$ cat src/rtl/wb_regfile_if.sv
// MEM/WB-to-register-file bus: write-back inputs, ID read ports,
// and the selected write-back value exported for EX forwarding.
interface wb_regfile_if #(
    parameter int DATA_W = 32,
    parameter int ADDR_W = 5
);
    logic              MemtoReg_Wb;
    logic              RegWrite_Wb;
    logic [DATA_W-1:0] ReadData_Wb;
    logic [DATA_W-1:0] ALUOUT_Wb;
    logic [ADDR_W-1:0] Rt_Rd_Wb;
    logic [ADDR_W-1:0] Rs_Id;
    logic [ADDR_W-1:0] Rt_Id;
    logic [DATA_W-1:0] ReadData1_Id;
    logic [DATA_W-1:0] ReadData2_Id;
    logic [DATA_W-1:0] WriteData_Wb;
    logic              WriteEn_Wb;

    modport master (
        output MemtoReg_Wb, RegWrite_Wb,
        output ReadData_Wb, ALUOUT_Wb,
        output Rt_Rd_Wb, Rs_Id, Rt_Id,
        input  ReadData1_Id, ReadData2_Id,
        input  WriteData_Wb, WriteEn_Wb
    );

    modport slave (
        input  MemtoReg_Wb, RegWrite_Wb,
        input  ReadData_Wb, ALUOUT_Wb,
        input  Rt_Rd_Wb, Rs_Id, Rt_Id,
        output ReadData1_Id, ReadData2_Id,
        output WriteData_Wb, WriteEn_Wb
    );
endinterface

$ cat src/rtl/wb_regfile.sv
// Write-back select plus 32-entry register file with two
// bypassed combinational read ports; r0 is hardwired to zero.
module wb_regfile #(
    parameter int DATA_W = 32,
    parameter int ADDR_W = 5
) (
    input logic       clock,
    input logic       reset,
    wb_regfile_if.slave bus
);
    localparam int NREG = 1 << ADDR_W;

    logic [DATA_W-1:0] regs [1:NREG-1];
    logic [DATA_W-1:0] wdata;
    logic              wen;
    logic [DATA_W-1:0] rd1;
    logic [DATA_W-1:0] rd2;

    assign wdata = bus.MemtoReg_Wb ? bus.ReadData_Wb
                                   : bus.ALUOUT_Wb;
    assign wen   = bus.RegWrite_Wb && (bus.Rt_Rd_Wb != '0);

    assign bus.WriteData_Wb = wdata;
    assign bus.WriteEn_Wb   = wen;
    assign bus.ReadData1_Id = rd1;
    assign bus.ReadData2_Id = rd2;

    // wen excludes index 0, so the write never targets r0
    always_ff @(posedge clock or negedge reset) begin
        if (!reset) begin
            for (int i = 1; i < NREG; i++)
                regs[i] <= '0;
        end else if (wen) begin
            regs[bus.Rt_Rd_Wb] <= wdata;
        end
    end

    always_comb begin
        rd1 = '0;
        priority case (1'b1)
            !reset:                  rd1 = '0;
            bus.Rs_Id == '0:         rd1 = '0;
            wen && (bus.Rs_Id == bus.Rt_Rd_Wb):
                                     rd1 = wdata;
            default:                 rd1 = regs[bus.Rs_Id];
        endcase
    end

    always_comb begin
        rd2 = '0;
        priority case (1'b1)
            !reset:                  rd2 = '0;
            bus.Rt_Id == '0:         rd2 = '0;
            wen && (bus.Rt_Id == bus.Rt_Rd_Wb):
                                     rd2 = wdata;
            default:                 rd2 = regs[bus.Rt_Id];
        endcase
    end
endmodule
$ cat src/flat_wrapper.sv
// flat-port wrapper written by rule: the top's interface ports become plain ports
module wb_regfile_flat 
#(
    parameter int DATA_W = 32,
    parameter int ADDR_W = 5
)
  (clock, reset, bus_MemtoReg_Wb, bus_RegWrite_Wb, bus_ReadData_Wb, bus_ALUOUT_Wb, bus_Rt_Rd_Wb, bus_Rs_Id, bus_Rt_Id, bus_ReadData1_Id, bus_ReadData2_Id, bus_WriteData_Wb, bus_WriteEn_Wb);
  wb_regfile_if #(.DATA_W(DATA_W), .ADDR_W(ADDR_W)) bus_i ();
  input logic clock;
  input logic reset;
  input wire logic [$bits(bus_i.MemtoReg_Wb)-1:0] bus_MemtoReg_Wb;
  input wire logic [$bits(bus_i.RegWrite_Wb)-1:0] bus_RegWrite_Wb;
  input wire logic [$bits(bus_i.ReadData_Wb)-1:0] bus_ReadData_Wb;
  input wire logic [$bits(bus_i.ALUOUT_Wb)-1:0] bus_ALUOUT_Wb;
  input wire logic [$bits(bus_i.Rt_Rd_Wb)-1:0] bus_Rt_Rd_Wb;
  input wire logic [$bits(bus_i.Rs_Id)-1:0] bus_Rs_Id;
  input wire logic [$bits(bus_i.Rt_Id)-1:0] bus_Rt_Id;
  output wire logic [$bits(bus_i.ReadData1_Id)-1:0] bus_ReadData1_Id;
  output wire logic [$bits(bus_i.ReadData2_Id)-1:0] bus_ReadData2_Id;
  output wire logic [$bits(bus_i.WriteData_Wb)-1:0] bus_WriteData_Wb;
  output wire logic [$bits(bus_i.WriteEn_Wb)-1:0] bus_WriteEn_Wb;
  assign bus_i.MemtoReg_Wb = bus_MemtoReg_Wb;
  assign bus_i.RegWrite_Wb = bus_RegWrite_Wb;
  assign bus_i.ReadData_Wb = bus_ReadData_Wb;
  assign bus_i.ALUOUT_Wb = bus_ALUOUT_Wb;
  assign bus_i.Rt_Rd_Wb = bus_Rt_Rd_Wb;
  assign bus_i.Rs_Id = bus_Rs_Id;
  assign bus_i.Rt_Id = bus_Rt_Id;
  assign bus_ReadData1_Id = bus_i.ReadData1_Id;
  assign bus_ReadData2_Id = bus_i.ReadData2_Id;
  assign bus_WriteData_Wb = bus_i.WriteData_Wb;
  assign bus_WriteEn_Wb = bus_i.WriteEn_Wb;
  wb_regfile #(.DATA_W(DATA_W), .ADDR_W(ADDR_W)) u_core (.clock(clock), .reset(reset), .bus(bus_i));
endmodule
$ cat config.mk
export PLATFORM = sky130hd
export DESIGN_NAME = wb_regfile_flat
export DESIGN_NICKNAME = d
export VERILOG_FILES = /design/src/rtl/wb_regfile_if.sv /design/src/rtl/wb_regfile.sv /design/src/flat_wrapper.sv
export SDC_FILE = /design/constraint.sdc
export NUM_CORES = 2
export LEC_CHECK = 0
export CORE_MARGIN = 2
export CORE_UTILIZATION = 53
export CTS_CLUSTER_DIAMETER = 200
export DETAILED_ROUTE_END_ITERATION = 16
export PLACE_DENSITY_LB_ADDON = 0.25
export SYNTH_ARGS = -nofsm -noshare
export SYNTH_HDL_FRONTEND = slang
export SYNTH_SLANG_ARGS = --single-unit
$ cat constraint.sdc
create_clock -name clock -period 4.3 [get_ports clock]
set_input_delay 0.645 -clock clock [delete_from_list [all_inputs] [get_ports clock]]
set_output_delay 0.645 -clock clock [all_outputs]
set_load 0.005 [all_outputs]
After elaboration in Yosys (flattened, before gate mapping)
Cells that the tools add are included.
{"block": "totals", "input_bits": 83, "register_bits": 992, "out_inout_bits": 97, "wordCells": 63}
{"block": "op_classes", "magnitude_cmp": 4, "eq_ne": 2, "reduce_logical": 7, "bitwise": 3, "muxes": 16}
{"op": "$bwmux 992", "count": 1}
{"op": "$mux 32", "count": 12}
{"op": "$bmux 32 s5", "count": 2}
{"op": "$demux 32 s5", "count": 1}
{"op": "$ge 6x6->1 const B", "count": 3}
{"op": "$not 5->6", "count": 3}
{"op": "$eq 5x5->1", "count": 2}
{"op": "$logic_not 5->1", "count": 2}
{"op": "$lt 6x1->1 const B", "count": 1}
{"op": "$reduce_bool 5->1", "count": 1}
{"op": "$logic_and 1x1->1", "count": 4}

Longest topological paths before layout
{"block": "logic_depth", "word_depth": 7, "ltp_mapped": 10, "mapped_depth_nobuf": 5}

Worst setup path after synthesis
No wires, ideal clock.
{"block": "synth_timing", "path_kind": "input -> output", "startpoint": "input bus_Rs_Id[0]", "endpoint": "output bus_ReadData1_Id[21]", "n_path_buf": 3, "t_required_ps": 3655, "t_arrival_ps": 2428, "cell_stages": 7, "path_slack_ps": 1227, "cell_sequence": "buf_6 > buf_6 > buf_2 > mux4_2 > mux4_2 > a22oi_1 > o31ai_1"}
{"block": "synth_via", "elab_chain_len": 7, "elab_cells_between_ends": 10, "classes_between": "eq/ne: 1; mux: 6; bitwise: 1; reduce/logical: 2"}
{"element": "start, declared", "line": "flat_wrapper.sv:16", "rtl": "input wire logic [$bits(bus_i.Rs_Id)-1:0] bus_Rs_Id;"}
{"element": "$not 5->6 (not written as such)", "line": "wb_regfile.sv:45", "rtl": "default: rd1 = regs[bus.Rs_Id];"}
{"element": "$bmux 32 s5", "line": "wb_regfile.sv:45"}
{"element": "$mux 32 (not written as such) (2 in a row)", "line": "wb_regfile.sv:45"}
{"element": "$mux 32", "line": "wb_regfile.sv:40", "rtl": "priority case (1'b1)"}
{"element": "$mux 32 (*) (2 in a row)", "line": "wb_regfile.sv:40"}
{"element": "end, declared", "line": "flat_wrapper.sv:18", "rtl": "output wire logic [$bits(bus_i.ReadData1_Id)-1:0] bus_ReadData1_Id;"}
Every way passes the cells marked *; elsewhere a longest branch is shown, timed or not. The select of a mux whose other input is x is not followed.

Final worst setup path
{"block": "layout_timing", "startpoint": "input bus_Rt_Rd_Wb[1]", "endpoint": "output bus_ReadData1_Id[6]"}
{"block": "layout_via", "elab_chain_len": 6, "elab_cells_between_ends": 7, "classes_between": "eq/ne: 1; mux: 3; reduce/logical: 3"}
{"element": "start, declared", "line": "flat_wrapper.sv:15", "rtl": "input wire logic [$bits(bus_i.Rt_Rd_Wb)-1:0] bus_Rt_Rd_Wb;"}
{"element": "$reduce_bool 5->1", "line": "wb_regfile.sv:21", "rtl": "assign wen = bus.RegWrite_Wb && (bus.Rt_Rd_Wb != '0);"}
{"element": "$logic_and 1x1->1", "line": "wb_regfile.sv:21"}
{"element": "$logic_and 1x1->1 (*)", "line": "wb_regfile.sv:43", "rtl": "wen && (bus.Rs_Id == bus.Rt_Rd_Wb):"}
{"element": "$mux 32 (*) (3 in a row)", "line": "wb_regfile.sv:40"}
Every way passes the cells marked *; elsewhere a longest branch is shown, timed or not.

==> results.yml <==
sta:
  rsz0062_at_grt: "false"
  finalCritPeriodShare_pct: 99.7
  max_slew_margin_pct: 29.9
  setup_violations: 0
  worst_clock_skew_ps: 0
  timing.fmax_mhz: 233
  fin_hold_ws_ps: 326
  worst_slew_pin_slew_ps: 1050
  layout_setup_ws_ps: 12.8
  finalHoldViolations: 0
  finalSetupTns_ps: 0
  drv_slew: 0
  fin_crit_ps: 4290
die:
  rows: 115
  die-width_um: 319
  die_y_um: 319
  initial_utilization_pct: 53.4
  ioPinCount: 180
  die-area_mm2: 0.102
  coreArea_mm2: 0.0983
detailed_routing:
  drtIter0Drc: 5418
  vias_per_cell: 6.72
  wirelength_mm: 182
  drtAntennaViolNets: 0
  vias: 41486
  routedWlPerCell_um: 29.5
  firstDrtPassIters: 6
  drc_errors: 0
clocking:
  clk_latency_ps: 690
  clockBufferDepth: 3
  post_cts_buffers: 0
  numCtsBuffers: 106
  htree_levels: 3
  cts_tree: "built"
  clockRootBuffer: "clkbuf_16"
  clkSinkCount: 992
  clk_pin_slew_ps: 60
power:
  ir_drop_mv: 0.368
  powerDensity_mw_per_mm2: 491
  power.leakage_uw: 0.0255
  finalPower_uw: 29900
critical_path:
  crit_end: "bus_ReadData1_Id[6]"
  cp.depth: 8
  r2r-start: "u_core.regs[650]$_DFFE_PN0P_"
  crit_start: "bus_Rt_Rd_Wb[1]"
  worstPathRequired_ps: 3650
  cp_slowest_cell: "clkdlybuf4s50_1"
  end_kind: "output port"
  worst-r2r-setup-slack_ps: 3550
  cp.arrival_ps: 3640
  crit_path_cell_trace: "clkdlybuf4s50_1 -> buf_4 -> xor2_1 -> nor4_4 -> nand3_2 -> buf_4 -> o311ai_0 -> clkdlybuf4s50_1"
  crit_type: "input pin to output port"
  cpPeakStageDelay_ps: 620
  cp_num_buf_inv: 4
  ff2ff_path_depth: 2
  critical_path.top_delay_family: "buffers and inverters"
  cp_max_fo: 9
  worstReg2RegEnd: "u_core.regs[650]$_DFFE_PN0P_"
  critPathLaunchType: "input pin"
run_status:
  status: "complete, no violations"
logic_synthesis:
  syn_area_mm2: 0.0525
  synthDistinctLibCells: 60
  yosys_register_bits: 992
  avgSynthCellArea_um2: 11.2
  synthCells: 4698
  ys_seq_area_share_pct: 47.3
  syn_nets: 4781
  async_reset_ff_share_pct: 100
  ys.flop_type: "dfrtp_1"
  synth_edf_count: 0
  ys_warn_count: 0
grt:
  grt.busiest_layer: "met2"
  grt_max_degree: 163
  overflow: 0
  first_global_vias: 41259
  grt_use_total_pct: 36.1
  grt_use_met2_pct: 53.1
  antenna_found_initial: 12
  use_met1_pct: 48.0
  grt_pass1_wl_mm: 271
  met3_usage_pct: 12.6
place:
  pre_cts_ws_ps: -84.6
  gp_congestion: 0.925
  io_buffers: 179
  hpwl_mm: 116
finish:
  drive_above_1_share_pct: 23.6
  regMostFlops: "u_core.regs"
  largest_register_ffs: 992
  top_regs: "u_core.regs (992)"
  nFillCells: 7626
  nets: 4881
  area_growth_pct: 16.1
  regArea_mm2: 0.0248
  multi_input_area_mm2: 0.0259
job:
  maxCapViolCount: 0
worst_hold_path:
  hp-class: "input pin to asynchronous set/reset pin"
## Yosys cell counts (all sizes together), types with 2 or more instances
library cell | n | area [µm²]
mux2i | 150 | 1500
mux4 | 484 | 10900
o22ai | 28 | 175
nor4 | 4 | 46.3
and2 | 3 | 18.8
a31oi | 3 | 25.0
o32ai | 18 | 158
a2111oi | 5 | 43.8
nand4 | 2 | 12.5
or2 | 7 | 43.8
o311a | 5 | 50.1
nand2 | 408 | 1530
a22o | 41 | 359
a32oi | 2 | 17.5
mux2 | 94 | 1060
a221oi | 33 | 289
nor3 | 29 | 155
buf | 177 | 1090
a211oi | 43 | 328
o311ai | 8 | 70.1
and3 | 3 | 18.8
nand3 | 19 | 100
or3 | 2 | 12.5
o21bai | 2 | 15.0
nand2b | 8 | 50.1
o21a | 2 | 15.0
clkbuf | 318 | 1190
xor2 | 9 | 78.8
a211o | 2 | 17.5
inv | 37 | 139
a21oi | 643 | 3220
dfrtp | 992 | 24800
nor2 | 685 | 2590
o211ai | 33 | 248
o31ai | 12 | 90.1
nor2b | 10 | 62.6
o21ai | 358 | 1790
a22oi | 11 | 82.6
## timing repair
| item | CTS | global route |
|---|---|---|
| hold buffers | 1 | 0 |
| setup endpoints to repair | 3 | 7 |
| endpoints found under the hold margin | 2 | 0 |
| gates resized for setup | 3 | 4 |
## logic make-up after synthesis
| kind of cell | after synthesis | synth area share (%) |
|---|---|---|
| xor gates and xnor gates | 10 | 0.167 |
| AOI/OAI and AO/OA | 1253 | 13.4 |
| and+or+nand+nor | 1182 | 8.87 |
| muxes | 728 | 25.6 |
| buffers and inverters | 533 | 4.62 |
| DFF | 992 | 47.3 |
## through the flow
stage / util (%) / cells / instance area (µm²)
floorplan: - / 4698 / 52500
global placement: 58.3 / 5976 / 57300
detailed placement: 58.3 / 5976 / 57300
CTS: 62.0 / 6168 / 60900
global route: 62.0 / 6168 / 60900
finish: 62.0 / 6175 / 60900
## cell type report
| class | instances | area share, % |
|---|---|---|
| inverter | 38 | 0.240 |
| multi-input combinational | 3173 | 42.5 |
| antenna | 7 | 0.0287 |
| tap | 1287 | 2.64 |
| sequential | 992 | 40.7 |
| timing repair buffer | 487 | 7.90 |
| clock buffer | 150 | 4.94 |
| clock inverter | 41 | 0.971 |
## layer usage
metal / up-vias / share of wire [%]
met5: - / 0.044
li1: 17388 / -
met4: 14 / 5.3
met3: 579 / 13
met1: 20958 / 38
met2: 2547 / 44
## cells in the final DEF (no fill, tap or decap), types with 32 or more instances in the layout
cell and n:
dfrtp_1 992, nor2_1 668, a211oi_1 38, mux2i_1 118
clkdlybuf4s50_1 168, buf_12 56, clkbuf_16 106, o211ai_1 33
a221oi_1 33, nand2_1 397, mux4_2 484, a22o_1 41
buf_4 254, a21oi_1 643, o21ai_0 357, mux2i_4 32
mux2_2 94, inv_1 34
## worst min-delay path by stage
stage                                               to   from  slack [ps]
final                     u_core.regs[205]$_DFFE_PN0P_  reset         330
after global routing      u_core.regs[205]$_DFFE_PN0P_  reset         330
after CTS                 u_core.regs[205]$_DFFE_PN0P_  reset         300
after detailed placement  u_core.regs[356]$_DFFE_PN0P_  reset         460
after global placement    u_core.regs[356]$_DFFE_PN0P_  reset         460
after floorplan             u_core.regs[0]$_DFFE_PN0P_  reset         350
## power by group
part	switching (µW)	internal (µW)	total (µW)
sequential	1650	11500	13100
combinational	3380	3840	7220
clock	3940	5640	9580
total	8960	20900	29900
Power figures use the tool's default switching activity.
